==> config.mk <==
export PLATFORM = sky130hd
export DESIGN_NAME = lsu_apb_master
export DESIGN_NICKNAME = d
export VERILOG_FILES = /design/src/rtl/lsu_apb_master_pkg.sv /design/src/rtl/lsu_apb_master_load_extend.sv /design/src/rtl/lsu_apb_master.sv
export SDC_FILE = /design/constraint.sdc
export NUM_CORES = 1
export LEC_CHECK = 0
export CAP_MARGIN = 40
export CORE_MARGIN = 5
export CORE_UTILIZATION = 47
export CTS_CLUSTER_SIZE = 8
export DETAILED_ROUTE_END_ITERATION = 12
export GPL_TIMING_DRIVEN = 1
export PLACE_DENSITY = 0.81
export REMOVE_ABC_BUFFERS = 1
export SYNTH_ARGS = -nofsm -noshare
export SYNTH_HDL_FRONTEND = slang
export SYNTH_SLANG_ARGS = --single-unit
==> constraint.sdc <==
create_clock -name clk -period 5.4 [get_ports clk]
set_input_delay 1.08 -clock clk [delete_from_list [all_inputs] [get_ports clk]]
set_output_delay 1.08 -clock clk [all_outputs]
set_load 0.01 [all_outputs]
==> src/rtl/lsu_apb_master_pkg.sv <==
// Shared definitions for the LSU-to-APB bridge:
// load/store funct3 encodings, request legality and store lane steering.
package lsu_apb_master_pkg;

  localparam logic [2:0] F3_LB  = 3'b000;
  localparam logic [2:0] F3_LH  = 3'b001;
  localparam logic [2:0] F3_LW  = 3'b010;
  localparam logic [2:0] F3_LBU = 3'b100;
  localparam logic [2:0] F3_LHU = 3'b101;
  localparam logic [2:0] F3_SB  = 3'b000;
  localparam logic [2:0] F3_SH  = 3'b001;
  localparam logic [2:0] F3_SW  = 3'b010;

  // A request is rejected without a bus transfer when both
  // directions are requested, funct3 is illegal or it is misaligned.
  function automatic logic req_bad(
    input logic       rd,
    input logic       wr,
    input logic [2:0] f3,
    input logic [1:0] a
  );
    logic bad;
    bad = 1'b0;
    if (rd && wr) begin
      bad = 1'b1;
    end else if (wr) begin
      case (f3)
        F3_SB:   bad = 1'b0;
        F3_SH:   bad = a[0];
        F3_SW:   bad = |a;
        default: bad = 1'b1;
      endcase
    end else begin
      case (f3)
        F3_LB, F3_LBU: bad = 1'b0;
        F3_LH, F3_LHU: bad = a[0];
        F3_LW:         bad = |a;
        default:       bad = 1'b1;
      endcase
    end
    return bad;
  endfunction

  function automatic logic [3:0] st_strb(
    input logic [2:0] f3,
    input logic [1:0] a
  );
    logic [3:0] s;
    case (f3)
      F3_SB:   s = 4'b0001 << a;
      F3_SH:   s = 4'b0011 << a;
      default: s = 4'b1111;
    endcase
    return s;
  endfunction

  function automatic logic [31:0] st_data(
    input logic [2:0]  f3,
    input logic [31:0] d
  );
    logic [31:0] w;
    case (f3)
      F3_SB:   w = {4{d[7:0]}};
      F3_SH:   w = {2{d[15:0]}};
      default: w = d;
    endcase
    return w;
  endfunction

endpackage

==> src/rtl/lsu_apb_master_load_extend.sv <==
// Load lane select and sign/zero extension of the
// APB read word, purely combinational.
module load_extend
  import lsu_apb_master_pkg::*;
(
  input  logic [31:0] word,
  input  logic [1:0]  off,
  input  logic [2:0]  funct3,
  output logic [31:0] data
);

  logic [31:0] lane;

  // Shift the addressed byte down to lane 0, then extend
  always_comb begin
    lane = word >> {off, 3'b000};
    case (funct3)
      F3_LB:   data = {{24{lane[7]}}, lane[7:0]};
      F3_LH:   data = {{16{lane[15]}}, lane[15:0]};
      F3_LBU:  data = {24'h0, lane[7:0]};
      F3_LHU:  data = {16'h0, lane[15:0]};
      default: data = word;
    endcase
  end

endmodule

==> src/rtl/lsu_apb_master.sv <==
// Bridges LSU load/store requests onto a single
// outstanding APB transfer with error and timeout reporting.
module lsu_apb_master
  import lsu_apb_master_pkg::*;
#(
  parameter int unsigned TIMEOUT_CYCLES = 256
) (
  input  logic        clk,
  input  logic        rst,
  input  logic        mem_read_en,
  input  logic        mem_write_en,
  input  logic [31:0] addr,
  input  logic [31:0] store_data,
  input  logic [2:0]  funct3,
  output logic        mem_ready,
  output logic [31:0] load_data,
  output logic        mem_err,
  output logic [31:0] paddr,
  output logic        psel,
  output logic        penable,
  output logic        pwrite,
  output logic [31:0] pwdata,
  output logic [3:0]  pstrb,
  input  logic [31:0] prdata,
  input  logic        pready,
  input  logic        pslverr
);

  typedef enum logic [1:0] {
    S_IDLE,
    S_SETUP,
    S_ACCESS,
    S_DONE
  } state_t;

  state_t      state;
  state_t      state_nx;
  logic        req;
  logic        bad;
  logic        tmo;
  logic        err_q;
  logic [2:0]  f3_q;
  logic [1:0]  off_q;
  logic [31:0] cnt;
  logic [31:0] ext_data;

  assign req = mem_read_en | mem_write_en;
  assign bad = req_bad(mem_read_en, mem_write_en,
                       funct3, addr[1:0]);
  assign tmo = (TIMEOUT_CYCLES != 0) &&
               (cnt == 32'(TIMEOUT_CYCLES - 1));

  load_extend u_ext (
    .word   (prdata),
    .off    (off_q),
    .funct3 (f3_q),
    .data   (ext_data)
  );

  // State register
  always_ff @(posedge clk or posedge rst) begin
    if (rst) state <= S_IDLE;
    else     state <= state_nx;
  end

  // Next-state decode
  always_comb begin
    state_nx = state;
    case (state)
      S_IDLE: begin
        if (req) state_nx = bad ? S_DONE : S_SETUP;
      end
      S_SETUP: state_nx = S_ACCESS;
      S_ACCESS: begin
        if (pready || tmo) state_nx = S_DONE;
      end
      default: state_nx = S_IDLE;
    endcase
  end

  // Bus control and completion strobes decoded from state
  always_comb begin
    psel      = (state == S_SETUP) || (state == S_ACCESS);
    penable   = (state == S_ACCESS);
    mem_ready = (state == S_DONE);
    mem_err   = (state == S_DONE) && err_q;
  end

  // Request capture, wait counter, status and load result
  always_ff @(posedge clk or posedge rst) begin
    if (rst) begin
      paddr     <= '0;
      pwdata    <= '0;
      pstrb     <= '0;
      pwrite    <= 1'b0;
      f3_q      <= '0;
      off_q     <= '0;
      err_q     <= 1'b0;
      cnt       <= '0;
      load_data <= '0;
    end else begin
      if (state == S_IDLE && req) begin
        paddr  <= {addr[31:2], 2'b00};
        pwrite <= mem_write_en & ~mem_read_en;
        f3_q   <= funct3;
        off_q  <= addr[1:0];
        err_q  <= bad;
        if (mem_write_en) begin
          pstrb  <= st_strb(funct3, addr[1:0]);
          pwdata <= st_data(funct3, store_data);
        end else begin
          pstrb  <= 4'b0000;
          pwdata <= '0;
        end
      end
      if (state == S_SETUP) cnt <= '0;
      if (state == S_ACCESS) begin
        cnt <= cnt + 32'd1;
        if (pready) begin
          err_q <= pslverr;
          if (!pwrite && !pslverr) load_data <= ext_data;
        end else if (tmo) begin
          err_q <= 1'b1;
        end
      end
    end
  end

endmodule

# Word-level counts from Yosys, hierarchy flattened
# Cells that the tools add are included.
[classes] add_sub_neg=1 eq_ne=13 shifts=3 muxes=19 n_bitwise=3 n_reduce_logical=17
[ops] op="32-bit case mux with 4 select lines" n=1
[ops] op="32-bit 2-to-1 mux" n=3
[ops] op="32-bit case mux with 2 select lines" n=1
[ops] op="32-bit by 1-bit adder with 32-bit output (second input constant)" n=1
[ops] op="32-bit by 8-bit == test with 1-bit output (second input constant)" n=1
[ops] op="32-bit by 5-bit >> shifter with 16-bit output" n=1
[ops] op="3-bit == test (second input constant)" n=4
[ops] op="4-bit case mux with 2 select lines" n=1
[ops] op="3-bit by 1-bit == test with 1-bit output (second input constant)" n=2
[ops] op="3-bit logical NOT" n=2
[ops] op="1-bit 2-to-1 mux" n=6
[ops] op="2-bit 2-to-1 mux" n=3
[ops] op="1-bit case mux with 3 select lines" n=2
[ops] op="2-bit case mux with 3 select lines" n=1
[ops] op="2-bit OR reduction" n=3
[ops] op="2-bit == test (second input constant)" n=2
[ops] op="1-bit logical AND" n=4
[ops] op="4-bit 2-to-1 mux" n=1
[ops] op="1-bit by 2-bit << shifter with 4-bit output (first input constant)" n=1
[ops] op="2-bit by 2-bit << shifter with 4-bit output (first input constant)" n=1
[ops] op="3-bit by 2-bit == test with 1-bit output (second input constant)" n=1
[ops] op="3-bit AND reduction" n=1
[ops] op="2-bit by 1-bit == test with 1-bit output (second input constant)" n=1
[ops] op="1-bit logical NOT" n=2
[ops] op="other kinds (9)" n=10
[totals] ff_bits=139 in_bits=105 out_inout_bits=105 word_cells=66

# Logic depth before layout (Yosys ltp)
# Gate-level depths: netlist (run 1).
[depth] ltp_word=9 depth_mapped=9 depth_no_buf=7

# By module
# A second synthesis (run 1) with hierarchy kept.
[unflattened] hier_cells=647 area_unflattened_um2=6836.6
[by_module_without_submodules] mod="lsu_apb_master" instances=1 cells_each=541 area_each_um2=6144.6 seq_area_each_um2=3478.3
[by_module_without_submodules] mod="load_extend" instances=1 cells_each=106 area_each_um2=691.9 seq_area_each_um2=0.0

# Worst setup path before layout (run 1)
# OpenSTA, ideal clock, no wires.
[synth_path] path_kind="input to register" from="in mem_write_en" to="reg paddr[3]" arrival_time_ns=2.334 setup_slack_ns=2.942 path_stages=4 path_buffers=2 path_cell_list="clkbuf_1 o21ai_1 clkbuf_1 mux2_2"
[synth_between] elab_chain_len=2
[synth_rtl] element="from (decl)" line_no="lsu_apb_master.sv:11" rtl="input logic mem_write_en,"
[synth_rtl] element="1-bit OR" line_no="lsu_apb_master.sv:47" rtl="assign req = mem_read_en | mem_write_en;"
[synth_rtl] element="1-bit logical AND" line_no="lsu_apb_master.sv:102" rtl="if (state == S_IDLE && req) begin"
[synth_rtl] element="to (signal assigned)" line_no="lsu_apb_master.sv:103" rtl="paddr <= {addr[31:2], 2'b00};"
[synth_rtl] element="to (decl)" line_no="lsu_apb_master.sv:18" rtl="output logic [31:0] paddr,"
# No other way between the ends.
# A chain may end at the register's enable or synchronous reset.

# Worst setup path after layout (run 1)
[layout_path] from="reg state[0]" to="out penable"
[layout_between] elab_chain_len=1
[layout_rtl] element="from (decl)" line_no="lsu_apb_master.sv:36" rtl="state_t state;"
[layout_rtl] element="from (signal assigned)" line_no="lsu_apb_master.sv:63" rtl="else state <= state_nx;"
[layout_rtl] element="2-bit == test" line_no="lsu_apb_master.sv:84" rtl="penable = (state == S_ACCESS);"
[layout_rtl] element="to (decl)" line_no="lsu_apb_master.sv:20" rtl="output logic penable,"
# No other way between the ends.

==> impl_results.html, run 1 <==
<table>
<tr><th>Metric</th><th>Value</th></tr>
<tr><th colspan="2">Place</th></tr>
<tr><td>Pre-CTS setup slack</td><td>roughly 2100 ps</td></tr>
<tr><td>Gp weighted congestion</td><td>around 0.81</td></tr>
<tr><td>Detailed Place HPWL</td><td>approximately 13,000 um</td></tr>
<tr><td>Total instance count after detailed placement</td><td>1,033</td></tr>
<tr><td>Number of I/O port buffers</td><td>slightly above 200</td></tr>
<tr><td>Post-detailed-placement cell area</td><td>just under 0.009 mm2</td></tr>
<tr><th colspan="2">STA</th></tr>
<tr><td>Number of pins exceeding their max-slew limit in the final report</td><td>0</td></tr>
<tr><td>Slew @ Worst Pin</td><td>between 900 and 1000 ps</td></tr>
<tr><td>Peak clock frequency supported by timing</td><td>about 0.31 GHz</td></tr>
<tr><td>Slew HR</td><td>0.383</td></tr>
<tr><td>Final Hold Violating Endpoints</td><td>0</td></tr>
<tr><td>Setup repair after global routing missed its margin</td><td>no</td></tr>
<tr><td>Total negative slack</td><td>0 ps</td></tr>
<tr><td>Setup-violating endpoint count in the final report</td><td>0</td></tr>
<tr><td>Worst-case setup margin in the final layout</td><td>around 2200 ps</td></tr>
<tr><td>Worst Hold Slack</td><td>468 ps</td></tr>
<tr><td>Fin crit period</td><td>approximately 3200 ps</td></tr>
<tr><td>Final cycle utilization of the critical path</td><td>0.591</td></tr>
<tr><td>Maximum clock skew at final layout</td><td>7.33 ps</td></tr>
<tr><th colspan="2">Worst setup path</th></tr>
<tr><td>Critical Setup Path Class</td><td>reg2out</td></tr>
<tr><td>Worst R2R Start</td><td>state[0]</td></tr>
<tr><td>Setup slack on the worst flop-to-flop path</td><td>2690 ps</td></tr>
<tr><td>Cell Chain, Critical Path</td><td>inv_1 &gt; ha_1 &gt; clkdlybuf4s50_1</td></tr>
<tr><td>Slowest stage cell on the critical path</td><td>sky130_fd_sc_hd__clkdlybuf4s50_1</td></tr>
<tr><td>FF-to-FF path depth</td><td>7</td></tr>
<tr><td>Critical Path Source Type</td><td>register</td></tr>
<tr><td>Maximum cell stage delay along the critical path</td><td>around 650 ps</td></tr>
<tr><td>Required time of the critical path</td><td>~4300 ps</td></tr>
<tr><td>Type of destination of the critical path</td><td>primary output</td></tr>
<tr><td>Data arrival time of the critical path</td><td>2110 ps</td></tr>
<tr><td>Maximum fanout along the worst path</td><td>15</td></tr>
<tr><td>Reg-to-Reg End</td><td>cnt[29]</td></tr>
<tr><td>Buffers and inverters on the worst path</td><td>2</td></tr>
<tr><td>Top delay family on crit path</td><td>buffers and inverters</td></tr>
<tr><th colspan="2">Global routing</th></tr>
<tr><td>Initial antenna violation count</td><td>0</td></tr>
<tr><td>Via count of the first global-routing pass</td><td>5,706</td></tr>
<tr><td>Overflow left after global routing</td><td>0</td></tr>
<tr><td>Pin count of the biggest net entering global routing</td><td>just over 60</td></tr>
<tr><td>Overall track demand over capacity in global routing</td><td>0.229</td></tr>
<tr><td>Wire length of the first global-routing pass</td><td>30,000 um</td></tr>
<tr><th colspan="2">Floorplan</th></tr>
<tr><td>I/O pin count</td><td>210</td></tr>
<tr><td>Std-Cell Core Area</td><td>~0.014 mm2</td></tr>
<tr><td>Chip height</td><td>roughly 130 um</td></tr>
<tr><td>Overall die area</td><td>about 0.017 mm2</td></tr>
<tr><td>Floorplan die width</td><td>~130 um</td></tr>
<tr><td>FP Rows</td><td>43</td></tr>
<tr><td>Starting density of the core</td><td>0.480</td></tr>
<tr><th colspan="2">Synth</th></tr>
<tr><td>Average footprint of a synthesized cell</td><td>between 9 and 10 um2</td></tr>
<tr><td>Count of synthesis-stage warnings from yosys</td><td>0</td></tr>
<tr><td>Summed instance area of the synthesized netlist</td><td>0.00666 mm2</td></tr>
<tr><td>Top cells by area, synth</td><td>sky130_fd_sc_hd__dfrtp_1 (52%), sky130_fd_sc_hd__mux2_2 (6.1%), sky130_fd_sc_hd__nand2_1 (6.0%)</td></tr>
<tr><td>Cell taking the most area after synthesis</td><td>sky130_fd_sc_hd__dfrtp_1</td></tr>
<tr><td>Number of flops mapped to enable cells by yosys</td><td>0</td></tr>
<tr><td>Synth async-reset ratio</td><td>1.00</td></tr>
<tr><td>Share of Yosys cell area claimed by the top area cell type</td><td>0.523</td></tr>
<tr><td>Number of synthesized register bits</td><td>around 140</td></tr>
<tr><td>Gate Count Post-Synth</td><td>674</td></tr>
<tr><td>Portion of the post-synthesis area used by sequential elements</td><td>0.523</td></tr>
<tr><td>Top_reg_cell synth</td><td>sky130_fd_sc_hd__dfrtp_1</td></tr>
<tr><td>Number of distinct library cells after synthesis</td><td>49</td></tr>
<tr><th colspan="2">Routing</th></tr>
<tr><td>Number of violations reported at the end of detailed-routing iteration 0</td><td>between 400 and 500</td></tr>
<tr><td>Pre-antenna DRT Iters</td><td>5</td></tr>
<tr><td>Via count of the routed design</td><td>between 5,000 and 6,000</td></tr>
<tr><td># DRC</td><td>0</td></tr>
<tr><td>Vias per cell</td><td>5.49</td></tr>
<tr><td>Antenna violation net count after detailed routing</td><td>0</td></tr>
<tr><td>Routed wire per std cell</td><td>between 15 and 20 um</td></tr>
<tr><td>Detailed Route WL</td><td>18,700 um</td></tr>
<tr><th colspan="2">Finish</th></tr>
<tr><td>Total non-filler cell area in the finished layout</td><td>between 0.009 and 0.01 mm2</td></tr>
<tr><td>Area growth from synthesis to final layout</td><td>43.6%</td></tr>
<tr><td>Final design utilization</td><td>0.688</td></tr>
<tr><td>Post-layout net count</td><td>~980</td></tr>
<tr><td>Layout cells sized above 1</td><td>0.105</td></tr>
<tr><td>ANT cells</td><td>0</td></tr>
<tr><td>Non-filler instance count after layout</td><td>1,065</td></tr>
<tr><th colspan="2">Clock network</th></tr>
<tr><td>Number of buffers inserted during clock tree synthesis</td><td>17</td></tr>
<tr><td>Count of hold buffers inserted by post-cts repair</td><td>0</td></tr>
<tr><td>CTS sink count</td><td>139</td></tr>
<tr><td>Post-CTS Setup Repair Bufs</td><td>0</td></tr>
<tr><td>Bufs on Longest Clock Path</td><td>2</td></tr>
<tr><td>CTS tree</td><td>done</td></tr>
<tr><td>Root buf cell</td><td>sky130_fd_sc_hd__clkbuf_16</td></tr>
<tr><td>Clock transition at the register clock pins on the worst setup and hold paths after CTS</td><td>60 ps</td></tr>
<tr><td># H-tree levels</td><td>4</td></tr>
<tr><td>Post-cts sizing count</td><td>0</td></tr>
<tr><td>Worst-Skew Late Latency</td><td>roughly 420 ps</td></tr>
<tr><th colspan="2">Min path</th></tr>
<tr><td>Hold Path Origin</td><td>pwdata[2]</td></tr>
<tr><td>Min-Delay Path Class</td><td>reg2reg</td></tr>
<tr><td>Worst hold path cell count</td><td>2</td></tr>
<tr><td>Sink of the worst hold path</td><td>pwdata[2]</td></tr>
<tr><th colspan="2">Outcome</th></tr>
<tr><td>Status</td><td>complete, no violations</td></tr>
<tr><th colspan="2">Pwr</th></tr>
<tr><td>Pwr per Cell Area</td><td>roughly 540 mW/mm2</td></tr>
<tr><td>Static leakage</td><td>about 4.1 nW</td></tr>
<tr><td>Tot Pwr</td><td>5.13 mW</td></tr>
<tr><td>Worst IR Drop VDD</td><td>about 0.32 mV</td></tr>
<tr><th colspan="2">Flow run</th></tr>
<tr><td>Count of maximum capacitance violations</td><td>0</td></tr>
</table>
==> cells by family after synthesis <==
family / share of synthesized area
buffers and inverters: 0.0304
adder cells (fa/ha/maj): 0.00752
AND/OR/NAND/NOR: 0.184
other: 0.000563
multiplexers: 0.119
XOR/XNOR: 0.0250
AO/OA/AOI/OAI: 0.111
flip-flops: 0.523
==> cell type report <==
class                   count  area [um2]
fillers                  1022        4320
flip-flops and latches    139        3480
multi-input cells         486        3000
repair buffers            218        2190
clock buffers              20         457
well taps                 180         225
clock inverters            12         169
inverters                  10        42.5
==> worst min-delay path, delay by kind of cell, from the launching register on <==
family | cells | cell delay [ps]
simple gates | 2 | 100
flops | 1 | 340
==> sequential cells by signal, indices dropped and copies added (netlist names) <==
name       flops
cnt           32
err_q          1
f3_q           3
load_data     32
off_q          2
paddr         30
pstrb          4
pwdata        32
pwrite         1
state          2
==> worst max-delay path by stage <==
stage,start,endpoint,slack (ps),cells past startpoint
after floorplan,rst,cnt[0],600,1
after global placement,mem_write_en,paddr[12],1830,4
after detailed placement,funct3[0],pwdata[14],2120,5
after CTS,state[0],penable,2180,3
after global routing,state[0],penable,2070,3
final,state[0],penable,2210,3
==> placed cells by master (no fill, tap or decap), types with 3 or more instances in the layout <==
cell type	synthesis	final
sky130_fd_sc_hd__clkbuf_16	0	17
sky130_fd_sc_hd__nand2_1	106	106
sky130_fd_sc_hd__bufinv_16	0	4
sky130_fd_sc_hd__inv_1	9	8
sky130_fd_sc_hd__ha_1	4	4
sky130_fd_sc_hd__o21ai_0	78	78
sky130_fd_sc_hd__dfrtp_1	139	139
sky130_fd_sc_hd__and2_1	3	3
sky130_fd_sc_hd__xor2_1	15	15
sky130_fd_sc_hd__nor4_1	8	8
sky130_fd_sc_hd__a32o_1	3	3
sky130_fd_sc_hd__nor3_1	8	7
sky130_fd_sc_hd__nor2_1	45	44
sky130_fd_sc_hd__clkdlybuf4s50_1	0	207
sky130_fd_sc_hd__o2bb2ai_1	3	3
sky130_fd_sc_hd__nand4_1	13	13
sky130_fd_sc_hd__mux2_2	36	36
sky130_fd_sc_hd__buf_4	2	9
sky130_fd_sc_hd__and3_1	3	3
sky130_fd_sc_hd__a21oi_1	23	23
sky130_fd_sc_hd__clkinv_2	0	5
sky130_fd_sc_hd__mux2i_1	36	36
sky130_fd_sc_hd__a21o_1	3	3
sky130_fd_sc_hd__nand3_1	54	54
sky130_fd_sc_hd__xnor2_1	4	4
sky130_fd_sc_hd__o22ai_1	9	9
sky130_fd_sc_hd__and4_1	3	3
==> power by group <==
group | total, mW | switching, mW | leakage [nW] | internal, mW
clock | 1.23 | 0.441 | 0.306 | 0.794
sequential | 1.73 | 0.297 | 1.77 | 1.43
combinational | 2.17 | 1.03 | 2.06 | 1.14
==> per-layer routing <==
layer,GRT usage,up-vias,routed length (um),part of all wire
met2,0.382,191,9560,0.51
met4,0.0747,0,454,0.024
met3,0.0560,37,1110,0.059
met5,0,-,0,0
met1,0.294,2834,7590,0.41
li1,-,2782,-,-
==> synth_stat cells (2+ instances only) <==
| cell | n |
|---|---|
| sky130_fd_sc_hd__xor2_1 | 15 |
| sky130_fd_sc_hd__nand2_1 | 106 |
| sky130_fd_sc_hd__a32o_1 | 3 |
| sky130_fd_sc_hd__a21o_1 | 3 |
| sky130_fd_sc_hd__o22ai_1 | 9 |
| sky130_fd_sc_hd__o2bb2ai_1 | 3 |
| sky130_fd_sc_hd__inv_1 | 9 |
| sky130_fd_sc_hd__a21oi_1 | 23 |
| sky130_fd_sc_hd__o21ai_0 | 78 |
| sky130_fd_sc_hd__mux2i_1 | 36 |
| sky130_fd_sc_hd__nor2b_1 | 2 |
| sky130_fd_sc_hd__mux2_2 | 36 |
| sky130_fd_sc_hd__nand4_1 | 13 |
| sky130_fd_sc_hd__o21ai_1 | 2 |
| sky130_fd_sc_hd__nor4_2 | 2 |
| sky130_fd_sc_hd__buf_4 | 2 |
| sky130_fd_sc_hd__and2_1 | 3 |
| sky130_fd_sc_hd__nand2b_1 | 2 |
| sky130_fd_sc_hd__ha_1 | 4 |
| sky130_fd_sc_hd__clkbuf_1 | 31 |
| sky130_fd_sc_hd__xnor2_1 | 4 |
| sky130_fd_sc_hd__dfrtp_1 | 139 |
| sky130_fd_sc_hd__nor2_1 | 45 |
| sky130_fd_sc_hd__nor4_1 | 8 |
| sky130_fd_sc_hd__and3_1 | 3 |
| sky130_fd_sc_hd__buf_2 | 6 |
| sky130_fd_sc_hd__nor3_1 | 8 |
| sky130_fd_sc_hd__a22o_1 | 2 |
| sky130_fd_sc_hd__nand3_1 | 54 |
| sky130_fd_sc_hd__nor4_4 | 2 |
| sky130_fd_sc_hd__and4_1 | 3 |
Note: power is estimated with default switching activity, not from simulation.
==> run 2, diff against run 1 <==
Clock period 5.4 ns to 3 ns, I/O delays scaled along.
==> run 2 against run 1 <==
Sequential cell count did not move. Clock skew fell by 0.90 ps. Die area did not move. Power rose by 77%. Critical path depth rose by 1. Final area barely moved. Clock-buffer cell count rose by 3.
==> impl_results.html, run 2 (synthesized netlist as in run 1, its figures left out) <==
<table>
<tr><th>Metric</th><th>Value</th></tr>
<tr><th colspan="2">Place</th></tr>
<tr><td>Gp weighted congestion</td><td>a little over 0.8</td></tr>
<tr><td>Total instance count after detailed placement</td><td>about 1,000</td></tr>
<tr><td>Pre-CTS setup slack</td><td>~560 ps</td></tr>
<tr><td>Post-detailed-placement cell area</td><td>0.00900 mm2</td></tr>
<tr><td>Number of I/O port buffers</td><td>207</td></tr>
<tr><td>Detailed Place HPWL</td><td>13,900 um</td></tr>
<tr><th colspan="2">Clock network</th></tr>
<tr><td>Post-cts sizing count</td><td>0</td></tr>
<tr><td>Bufs on Longest Clock Path</td><td>2</td></tr>
<tr><td>CTS tree</td><td>done</td></tr>
<tr><td># H-tree levels</td><td>4</td></tr>
<tr><td>Root buf cell</td><td>sky130_fd_sc_hd__clkbuf_16</td></tr>
<tr><td>CTS sink count</td><td>139</td></tr>
<tr><td>Number of buffers inserted during clock tree synthesis</td><td>17</td></tr>
<tr><td>Count of hold buffers inserted by post-cts repair</td><td>0</td></tr>
<tr><td>Clock transition at the register clock pins on the worst setup and hold paths after CTS</td><td>60 ps</td></tr>
<tr><td>Worst-Skew Late Latency</td><td>420 ps</td></tr>
<tr><td>Post-CTS Setup Repair Bufs</td><td>0</td></tr>
<tr><th colspan="2">Worst setup path</th></tr>
<tr><td>Required time of the critical path</td><td>2400 ps</td></tr>
<tr><td>Critical Path Source Type</td><td>register</td></tr>
<tr><td>Buffers and inverters on the worst path</td><td>3</td></tr>
<tr><td>Top delay family on crit path</td><td>buffers and inverters</td></tr>
<tr><td>Cell count along the critical path</td><td>4</td></tr>
<tr><td>Data arrival time of the critical path</td><td>1960 ps</td></tr>
<tr><td>Maximum cell stage delay along the critical path</td><td>570 ps</td></tr>
<tr><td>Critical Setup Path Class</td><td>reg2out</td></tr>
<tr><td>Maximum fanout along the worst path</td><td>13</td></tr>
<tr><td>Slowest stage cell on the critical path</td><td>sky130_fd_sc_hd__clkdlybuf4s50_1</td></tr>
<tr><td>Type of destination of the critical path</td><td>primary output</td></tr>
<tr><td>FF-to-FF path depth</td><td>7</td></tr>
<tr><td>Cell Chain, Critical Path</td><td>inv_1 &gt; ha_1 &gt; buf_4 &gt; clkdlybuf4s50_1</td></tr>
<tr><th colspan="2">Min path</th></tr>
<tr><td>Min-Delay Path Class</td><td>reg2reg</td></tr>
<tr><td>Worst hold path cell count</td><td>2</td></tr>
<tr><th colspan="2">Global routing</th></tr>
<tr><td>Via count of the first global-routing pass</td><td>approximately 6,000</td></tr>
<tr><td>Overflow left after global routing</td><td>0</td></tr>
<tr><td>Overall track demand over capacity in global routing</td><td>0.237</td></tr>
<tr><td>Wire length of the first global-routing pass</td><td>about 31,000 um</td></tr>
<tr><td>Pin count of the biggest net entering global routing</td><td>between 70 and 80</td></tr>
<tr><td>Initial antenna violation count</td><td>0</td></tr>
<tr><th colspan="2">Pwr</th></tr>
<tr><td>Net switching power</td><td>3.21 mW</td></tr>
<tr><td>Static leakage</td><td>~4.1 nW</td></tr>
<tr><td>Relative contribution of sequential cells to total power</td><td>0.334</td></tr>
<tr><td>Logic gate share of total power</td><td>0.447</td></tr>
<tr><td>Worst IR Drop VDD</td><td>roughly 0.56 mV</td></tr>
<tr><td>Sw Share</td><td>0.353</td></tr>
<tr><td>Internal portion of total power</td><td>~5.9 mW</td></tr>
<tr><td>Pwr per Cell Area</td><td>approximately 950 mW/mm2</td></tr>
<tr><td>Proportion of power drawn by the clock network</td><td>0.219</td></tr>
<tr><td>Tot Pwr</td><td>9.11 mW</td></tr>
<tr><th colspan="2">Routing</th></tr>
<tr><td># DRC</td><td>0</td></tr>
<tr><td>Uppermost metal layer occupied by signal nets</td><td>met4</td></tr>
<tr><td>Via count of the routed design</td><td>6,020</td></tr>
<tr><td>Number of violations reported at the end of detailed-routing iteration 0</td><td>666</td></tr>
<tr><td>Pre-antenna DRT Iters</td><td>6</td></tr>
<tr><td>Antenna violation net count after detailed routing</td><td>0</td></tr>
<tr><td>Detailed Route WL</td><td>19,600 um</td></tr>
<tr><td>Routed wire per std cell</td><td>~18 um</td></tr>
<tr><td>Met2 wire length</td><td>between 9000 and 10,000 um</td></tr>
<tr><td>M1 wire length</td><td>~7600 um</td></tr>
<tr><td>Metal3 WL</td><td>1390 um</td></tr>
<tr><td>Vias per cell</td><td>about 5.6</td></tr>
<tr><th colspan="2">Outcome</th></tr>
<tr><td>Status</td><td>complete, no violations</td></tr>
<tr><th colspan="2">Finish</th></tr>
<tr><td>Layout cells sized above 1</td><td>0.111</td></tr>
<tr><td>Regs by FF count</td><td>cnt (32), load_data (32), pwdata (32)</td></tr>
<tr><td>Area growth from synthesis to final layout</td><td>43.6%</td></tr>
<tr><td>Final design utilization</td><td>0.689</td></tr>
<tr><td>Most common library cell in the layout ignoring fill and taps</td><td>sky130_fd_sc_hd__clkdlybuf4s50_1</td></tr>
<tr><td>Total non-filler cell area in the finished layout</td><td>0.00956 mm2</td></tr>
<tr><td>Non-filler instance count after layout</td><td>1,071</td></tr>
<tr><td>Post-layout net count</td><td>just under 1,000</td></tr>
<tr><td>Highest-count cells in the layout ignoring fill and taps</td><td>sky130_fd_sc_hd__clkdlybuf4s50_1 (207), sky130_fd_sc_hd__dfrtp_1 (139), sky130_fd_sc_hd__nand2_1 (106)</td></tr>
<tr><td>ANT cells</td><td>0</td></tr>
<tr><th colspan="2">STA</th></tr>
<tr><td>Final cycle utilization of the critical path</td><td>0.852</td></tr>
<tr><td>Setup-violating endpoint count in the final report</td><td>0</td></tr>
<tr><td>Final Hold Violating Endpoints</td><td>0</td></tr>
<tr><td>Maximum clock skew at final layout</td><td>~6.4 ps</td></tr>
<tr><td>Fin crit period</td><td>between 2000 and 3000 ps</td></tr>
<tr><td>Number of pins exceeding their max-slew limit in the final report</td><td>0</td></tr>
<tr><td>Slew HR</td><td>0.396</td></tr>
<tr><td>Peak clock frequency supported by timing</td><td>between 0.3 and 0.4 GHz</td></tr>
<tr><td>Setup repair after global routing missed its margin</td><td>no</td></tr>
<tr><td>Worst-case setup margin in the final layout</td><td>around 440 ps</td></tr>
<tr><td>Total negative slack</td><td>0 ps</td></tr>
<tr><td>Slew @ Worst Pin</td><td>about 900 ps</td></tr>
<tr><td>Worst Hold Slack</td><td>464 ps</td></tr>
<tr><th colspan="2">Floorplan</th></tr>
<tr><td>Overall die area</td><td>~0.017 mm2</td></tr>
<tr><td>Floorplan die width</td><td>between 100 and 150 um</td></tr>
<tr><td>Std-Cell Core Area</td><td>about 0.014 mm2</td></tr>
<tr><td>FP Rows</td><td>43</td></tr>
<tr><td>Starting density of the core</td><td>0.480</td></tr>
<tr><td>Chip height</td><td>between 100 and 150 um</td></tr>
<tr><td>I/O pin count</td><td>210</td></tr>
<tr><th colspan="2">Flow run</th></tr>
<tr><td>Count of maximum capacitance violations</td><td>0</td></tr>
</table>
[run 2: changes by cell type in the layout (fill, tap and decap cells not counted)]
cell and delta:
sky130_fd_sc_hd__buf_12 +2, sky130_fd_sc_hd__buf_4 +7, sky130_fd_sc_hd__inv_6 -1, sky130_fd_sc_hd__clkinv_2 -1, sky130_fd_sc_hd__clkbuf_8 +3, sky130_fd_sc_hd__bufinv_16 -3
sky130_fd_sc_hd__buf_16 -1
[run 2: metal layers]
metal	GRT usage	up-vias
li1	-	2787
met1	0.297	2938
met2	0.393	245
met3	0.0614	50
met4	0.0951	0
met5	0	-
[run 2: final cells by class]
class | count | area [um2]
sequential | 139 | 3480
tap | 180 | 225
clock buffer | 23 | 498
multi-input combinational | 486 | 3000
clock inverter | 7 | 65.1
timing repair buffer | 226 | 2250
inverter | 10 | 42.5
fill | 1039 | 4320
[run 2: worst paths after layout]
check / from / end / slack (ps)
setup / recovery: state[0] / psel / 440
hold / removal: pwdata[2] / pwdata[2] / 460
setup reg to reg: state[0] / cnt[18] / 720
hold reg to reg: pwdata[2] / pwdata[2] / 460
max in group asynchronous: rst / pwdata[27] / 1660
min in group asynchronous: rst / paddr[5] / 680
[run 2: power groups by stage]
stage,clock network [mW],logic [mW],registers [mW]
finish,2.00,4.07,3.04
global route,2.11,4.39,3.14
CTS,2.02,4.10,3.04
detailed placement,0,4.06,3.07
global placement,0,4.00,3.02
floorplan,0,1.60,3.34
[run 2: tightest hold or removal path: cells and delay by family (launching register included)]
family	cells	cell delay, ps
AND/OR/NAND/NOR	2	100
flip-flops	1	340
==> run 3, diff against run 2 <==
Settings changed: CTS_CLUSTER_SIZE 8 to default.
==> results of run 3 <==
No change in the layout: final DEF, timing and power equal those of run 2.
